--- src/rtl/apb_fsm_controller.sv ---
// AHB-to-APB bridge sequencer: turns each decoded AHB transfer into one APB
// SETUP+ENABLE access and stalls the AHB master through Hreadyout.
module apb_fsm_controller #(
    parameter int unsigned WIDTH  = 32,
    parameter int unsigned SLAVES = 4
) (
    input  logic              Hclk,
    input  logic              Hresetn,
    input  logic              valid,
    input  logic [WIDTH-1:0]  Haddr1,
    input  logic              Hwrite,
    input  logic [WIDTH-1:0]  Hwdata,
    input  logic [SLAVES-1:0] tempselx,
    output logic [WIDTH-1:0]  Paddr_in,
    output logic              Pwrite_in,
    output logic [WIDTH-1:0]  Pwdata_in,
    output logic [SLAVES-1:0] Pselx_in,
    output logic              Penable_in,
    output logic              Hreadyout
);

    typedef enum logic [2:0] {
        IDLE    = 3'd0,
        WWAIT   = 3'd1,
        READ    = 3'd2,
        WRITE   = 3'd3,
        RENABLE = 3'd4,
        WENABLE = 3'd5
    } state_t;

    state_t            state_q, state_d;
    logic [WIDTH-1:0]  addr_q, addr_d;
    logic [SLAVES-1:0] sel_q, sel_d;
    logic [WIDTH-1:0]  paddr_d;
    logic              pwrite_d;
    logic [WIDTH-1:0]  pwdata_d;
    logic [SLAVES-1:0] psel_d;
    logic              penable_d;
    logic              hready_d;

    // State, write-address holding registers and all registered outputs
    always_ff @(posedge Hclk or negedge Hresetn) begin
        if (!Hresetn) begin
            state_q    <= IDLE;
            addr_q     <= '0;
            sel_q      <= '0;
            Paddr_in   <= '0;
            Pwrite_in  <= 1'b0;
            Pwdata_in  <= '0;
            Pselx_in   <= '0;
            Penable_in <= 1'b0;
            Hreadyout  <= 1'b1;
        end else begin
            state_q    <= state_d;
            addr_q     <= addr_d;
            sel_q      <= sel_d;
            Paddr_in   <= paddr_d;
            Pwrite_in  <= pwrite_d;
            Pwdata_in  <= pwdata_d;
            Pselx_in   <= psel_d;
            Penable_in <= penable_d;
            Hreadyout  <= hready_d;
        end
    end

    // Next state and next registered output values
    always_comb begin
        state_d   = state_q;
        addr_d    = addr_q;
        sel_d     = sel_q;
        paddr_d   = Paddr_in;
        pwrite_d  = Pwrite_in;
        pwdata_d  = Pwdata_in;
        psel_d    = Pselx_in;
        penable_d = Penable_in;
        hready_d  = Hreadyout;

        case (state_q)
            IDLE, RENABLE, WENABLE: begin
                // AHB-ready states: accept a new transfer or drop back to idle
                state_d   = IDLE;
                psel_d    = '0;
                penable_d = 1'b0;
                hready_d  = 1'b1;
                if (valid) begin
                    hready_d = 1'b0;
                    if (Hwrite) begin
                        // Write data arrives next cycle, so park the address
                        state_d = WWAIT;
                        addr_d  = Haddr1;
                        sel_d   = tempselx;
                    end else begin
                        state_d  = READ;
                        paddr_d  = Haddr1;
                        psel_d   = tempselx;
                        pwrite_d = 1'b0;
                    end
                end
            end
            WWAIT: begin
                state_d   = WRITE;
                paddr_d   = addr_q;
                psel_d    = sel_q;
                pwdata_d  = Hwdata;
                pwrite_d  = 1'b1;
                penable_d = 1'b0;
                hready_d  = 1'b0;
            end
            READ: begin
                state_d   = RENABLE;
                penable_d = 1'b1;
                hready_d  = 1'b1;
            end
            WRITE: begin
                state_d   = WENABLE;
                penable_d = 1'b1;
                hready_d  = 1'b1;
            end
            default: begin
                state_d   = IDLE;
                psel_d    = '0;
                penable_d = 1'b0;
                hready_d  = 1'b1;
            end
        endcase
    end

endmodule

--- config.mk ---
export PLATFORM = sky130hd
export DESIGN_NAME = apb_fsm_controller
export DESIGN_NICKNAME = d
export VERILOG_FILES = /design/src/rtl/apb_fsm_controller.sv
export SDC_FILE = /design/constraint.sdc
export NUM_CORES = 1
export LEC_CHECK = 0
export CAP_MARGIN = 20
export CORE_ASPECT_RATIO = 0.75
export CORE_MARGIN = 2
export CORE_UTILIZATION = 30
export CTS_BUF_LIST = sky130_fd_sc_hd__clkbuf_8
export DETAILED_ROUTE_END_ITERATION = 6
export PLACE_DENSITY_LB_ADDON = 0.3
export SYNTH_ARGS = -nofsm -noshare
export SYNTH_HDL_FRONTEND = slang
export SYNTH_SLANG_ARGS = --single-unit
--- constraint.sdc ---
create_clock -name Hclk -period 2.8 [get_ports Hclk]
set_clock_uncertainty 0.1 [all_clocks]
set_input_delay 0.28 -clock Hclk [delete_from_list [all_inputs] [get_ports Hclk]]
set_output_delay 0.28 -clock Hclk [all_outputs]
set_load 0.01 [all_outputs]
# Yosys cells after proc, flatten, opt, wreduce, memory -nomap -nowiden
# Index checks and enable logic that the tools add are counted.
# word_totals
register_bits	110
in_bits	72
output_inout_bits	71
elab_cells	37
# classes
eq_ne	7
mux	15
reduce_logical	6
# ops
operator	n
2-to-1 mux 32 bit	2
case mux 32 bit (2 select lines)	1
case mux 3 bit (4 select lines)	1
case mux 4 bit (3 select lines)	1
2-to-1 mux 4 bit	2
== test 3 x 2 -> 1 bit, second input constant	2
== test 3 bit, second input constant	2
AND reduction 3 bit	2
2-to-1 mux 1 bit	4
2-to-1 mux 2 bit	2
!= test 2 bit, second input constant	2
case mux 1 bit (2 select lines)	2
== test 3 x 1 -> 1 bit, second input constant	1
logical NOT 3 bit	1
OR reduction 3 bit	1
nonzero test 2 bit	1
OR reduction 2 bit	1

# Depth between registers and ports, before layout
# depth
ltp_word	4
mapped_depth	5
depth_no_buf	3

# Least setup slack after synthesis
# Ideal clock, no wire load.
# synth_timing
kind	register to register
start	register Penable_in (netlist name)
end	register Paddr_in[10]
setup_ns	0.125
arrival_time_ns	1.406
required_time_ns	2.575
slack_ns	1.169
stages_incl_launch_ff	6
n_path_buf	2
synth_period_minus_slack_ns	1.631
path_cell_list	dfrtp_1 > nor2b_1 > buf_6 > buf_6 > mux2_1 > mux2_2
# synth_lines
item	line	source
end signal: assignment	57	Paddr_in <= paddr_d;
end: declaration	14	output logic [WIDTH-1:0] Paddr_in,

==> results by group <==
Timing
  • RSZ-0062 raised after global routing: no
  • Post-layout minimum cycle time: 2.05 ns
  • Worst setup margin: 0.754 ns
  • Post-Route Setup TNS: 0 ns
  • Max-slew headroom: 58.6%
  • Final Hold Fails: 0
  • Slew @ Worst Pin: 0.620 ns
  • Slew Limit Fails: 0
  • Endpoints failing setup: 0
  • Final clock period utilization by the worst path: 73.1%
  • Peak Freq: 0.489 GHz

Routing
  • Detail Route Antenna Nets: 0
  • DRT iter0 DRCs: 66
  • WL/cell: 15.1 um
  • Via count: 2,749
  • Residual DRC: 0
  • Iteration count of the initial detailed-routing pass: 4
  • Vias/cell: 4.38
  • Total wire length: 9440 um

Synthesis
  • Top cell type's share of synthesized area: 59.8%
  • Avg Cell Area, Syn: 16.4 sq um
  • Number of synthesized register bits: 109
  • Synth Instances: 275
  • Dominant cells by area after synthesis: dfrtp_1, mux2_1, mux2_2
  • Cell taking the most area after synthesis: dfrtp_1
  • Register area share after synthesis: 60.4%
  • Synth Cell Area: 0.00452 sq mm
  • Ys Warns: 0
  • Syn nets: 347
  • Synth unique cells: 18

Final layout
  • Fill cell count: 1,331
  • Final non-filler cell total: 627
  • Most frequent cells in the layout: clkdlybuf4s50_1, dfrtp_1, mux2_1
  • Commonest non-fill, non-tap cell in the layout: clkdlybuf4s50_1
  • Area occupied by multi-input gates: 0.00167 sq mm
  • Final Util: 43.9%
  • Register Area: 0.00273 sq mm
  • Nets: 495
  • Area grow syn2layout: 41.8%
  • Share of cells above drive strength 1: 15.5%
  • N_diodes: 0

Place
  • Pre-CTS WS: 0.512 ns
  • Post-DP HPWL: 6590 um
  • Placed cells: 611
  • RePlAce Congestion: 0.698
  • Port Buf Inserts: 142

Floorplan
  • Core footprint: 0.0146 sq mm
  • I/O pin count: 143
  • DIE WIDTH: 146 um
  • Die height: 110 um
  • Row count: 38
  • Die area: 0.0161 sq mm
  • Initial Util: 31.0%

Clocking
  • Post-CTS Setup Bufs: 0
  • CTS tree: built
  • CTS Buf Count: 9
  • CTS Hold Buffers Added: 1
  • Clock Latency Late Sink: 0.38 ns
  • H-tree depth: 3
  • Post-CTS sizing: 0
  • CTS max path bufs: 2
  • Clock root buffer: clkbuf_8
  • Clock slew at reported path FFs: 0.10 ns
  • Sink Count: 109

Global routing
  • GR Overflow Total: 0
  • Antenna violations before repair: 0
  • Vias in the first global route: 2,918
  • First-pass GRT wire length: 15,600 um
  • Largest net degree at the start of global routing: 64
  • All-layer global routing usage: 12.6%

Worst setup path
  • Max FO, Critical Path: 17
  • Critical path class: reg -> reg
  • WP data arrival: 2.22 ns
  • R2r setup slk: 0.75 ns
  • CP endpoint kind: flop
  • CP Launch Type: flop
  • Worst Path Required: 2.97 ns

Power and ir drop
  • Pwr dens: 1130 mW/mm^2
  • Final Power: 7.22 mW
  • Leak Pwr: 2.64 nW
  • VDD IR max: 458 uV

Status
  • Outcome: finished clean

Hold path
  • Worst Hold Class: in -> async

Job
  • Max-Cap Viols: 0
-- metal layers --
metal  wire [um]  GRT usage [%]  share of wire, %
met1        4370           15.9                46
met2        4320           19.6                46
met3         559           4.86               5.9
met4         185           4.90               2.0
met5           0              0                 0
-- cell type report --
cell class | instances | share of cell area (%)
clock inverters | 5 | 1.93
clock buffers | 10 | 2.15
flip-flops and latches | 109 | 42.6
well taps | 200 | 3.90
repair buffers | 150 | 23.3
multi-input cells | 153 | 26.1
-- flip-flops by register name (all words and copies together) (netlist names) --
name,flops
Hreadyout,1
Pwrite_in,1
addr_q,32
Paddr_in,32
Penable_in,1
Pwdata_in,32
Pselx_in,4
state_q,2
sel_q,4
-- cell families (layout without fill, tap and decap cells) --
family | Yosys count | in the layout | share of synthesized area (%)
AO/OA/AOI/OAI | 7 | 7 | 1.58
buffers and inverters | 13 | 165 | 2.74
flip-flops | 109 | 109 | 60.4
multiplexers | 132 | 132 | 32.9
AND/OR/NAND/NOR | 14 | 14 | 2.41
-- per-stage QoR --
step / hold slack [ns] / area, sq um
3_5_place_dp: 0.244 / 6140
3_3_place_gp: 0.231 / 6140
6_report: 0.333 / 6410
4_1_cts: 0.333 / 6410
5_1_grt: 0.359 / 6410
2_1_floorplan: -0.116 / 4520
-- worst paths after layout --
| check | cells past startpoint | end | startpoint |
|---|---|---|---|
| setup / recovery | 5 | addr_q[27] | Penable_in |
| hold / removal | 2 | Pwdata_in[24] | Hresetn |
| setup reg to reg | 5 | addr_q[27] | Penable_in |
| hold reg to reg | 1 | addr_q[16] | addr_q[16] |
| max in group asynchronous | 3 | Hreadyout | Hresetn |
| min in group Hclk | 2 | Pwdata_in[24] | Hwdata[24] |
-- critical path, stage by stage, from the launching register on --
cell and delay, ns:
dfrtp_1 0.46, nor2b_4 0.06, buf_4 0.21, nor2_4 0.41
buf_4 0.32, mux2_1 0.35
-- report_power, final --
part           leakage, nW  internal [mW]  switching, mW
Combinational         1.21           1.96           1.25
Clock                0.134          0.701          0.534
Sequential            1.29           2.39          0.392
Total                 2.64           5.05           2.17
-- synthesized netlist by cell type --
cell / instances
dfrtp_1: 108
mux2_1: 94
mux2_2: 38
buf_6: 7
buf_4: 6
a221o_1: 4
and2_1: 4
nand2b_1: 2
nor2_4: 2
nor2b_1: 2
a21o_1: 1
a21oi_4: 1
dfstp_2: 1
nand2_1: 1
nand3b_4: 1
nor2_1: 1
o21bai_1: 1
or3b_1: 1
Note: power is estimated with default switching activity, not from simulation.
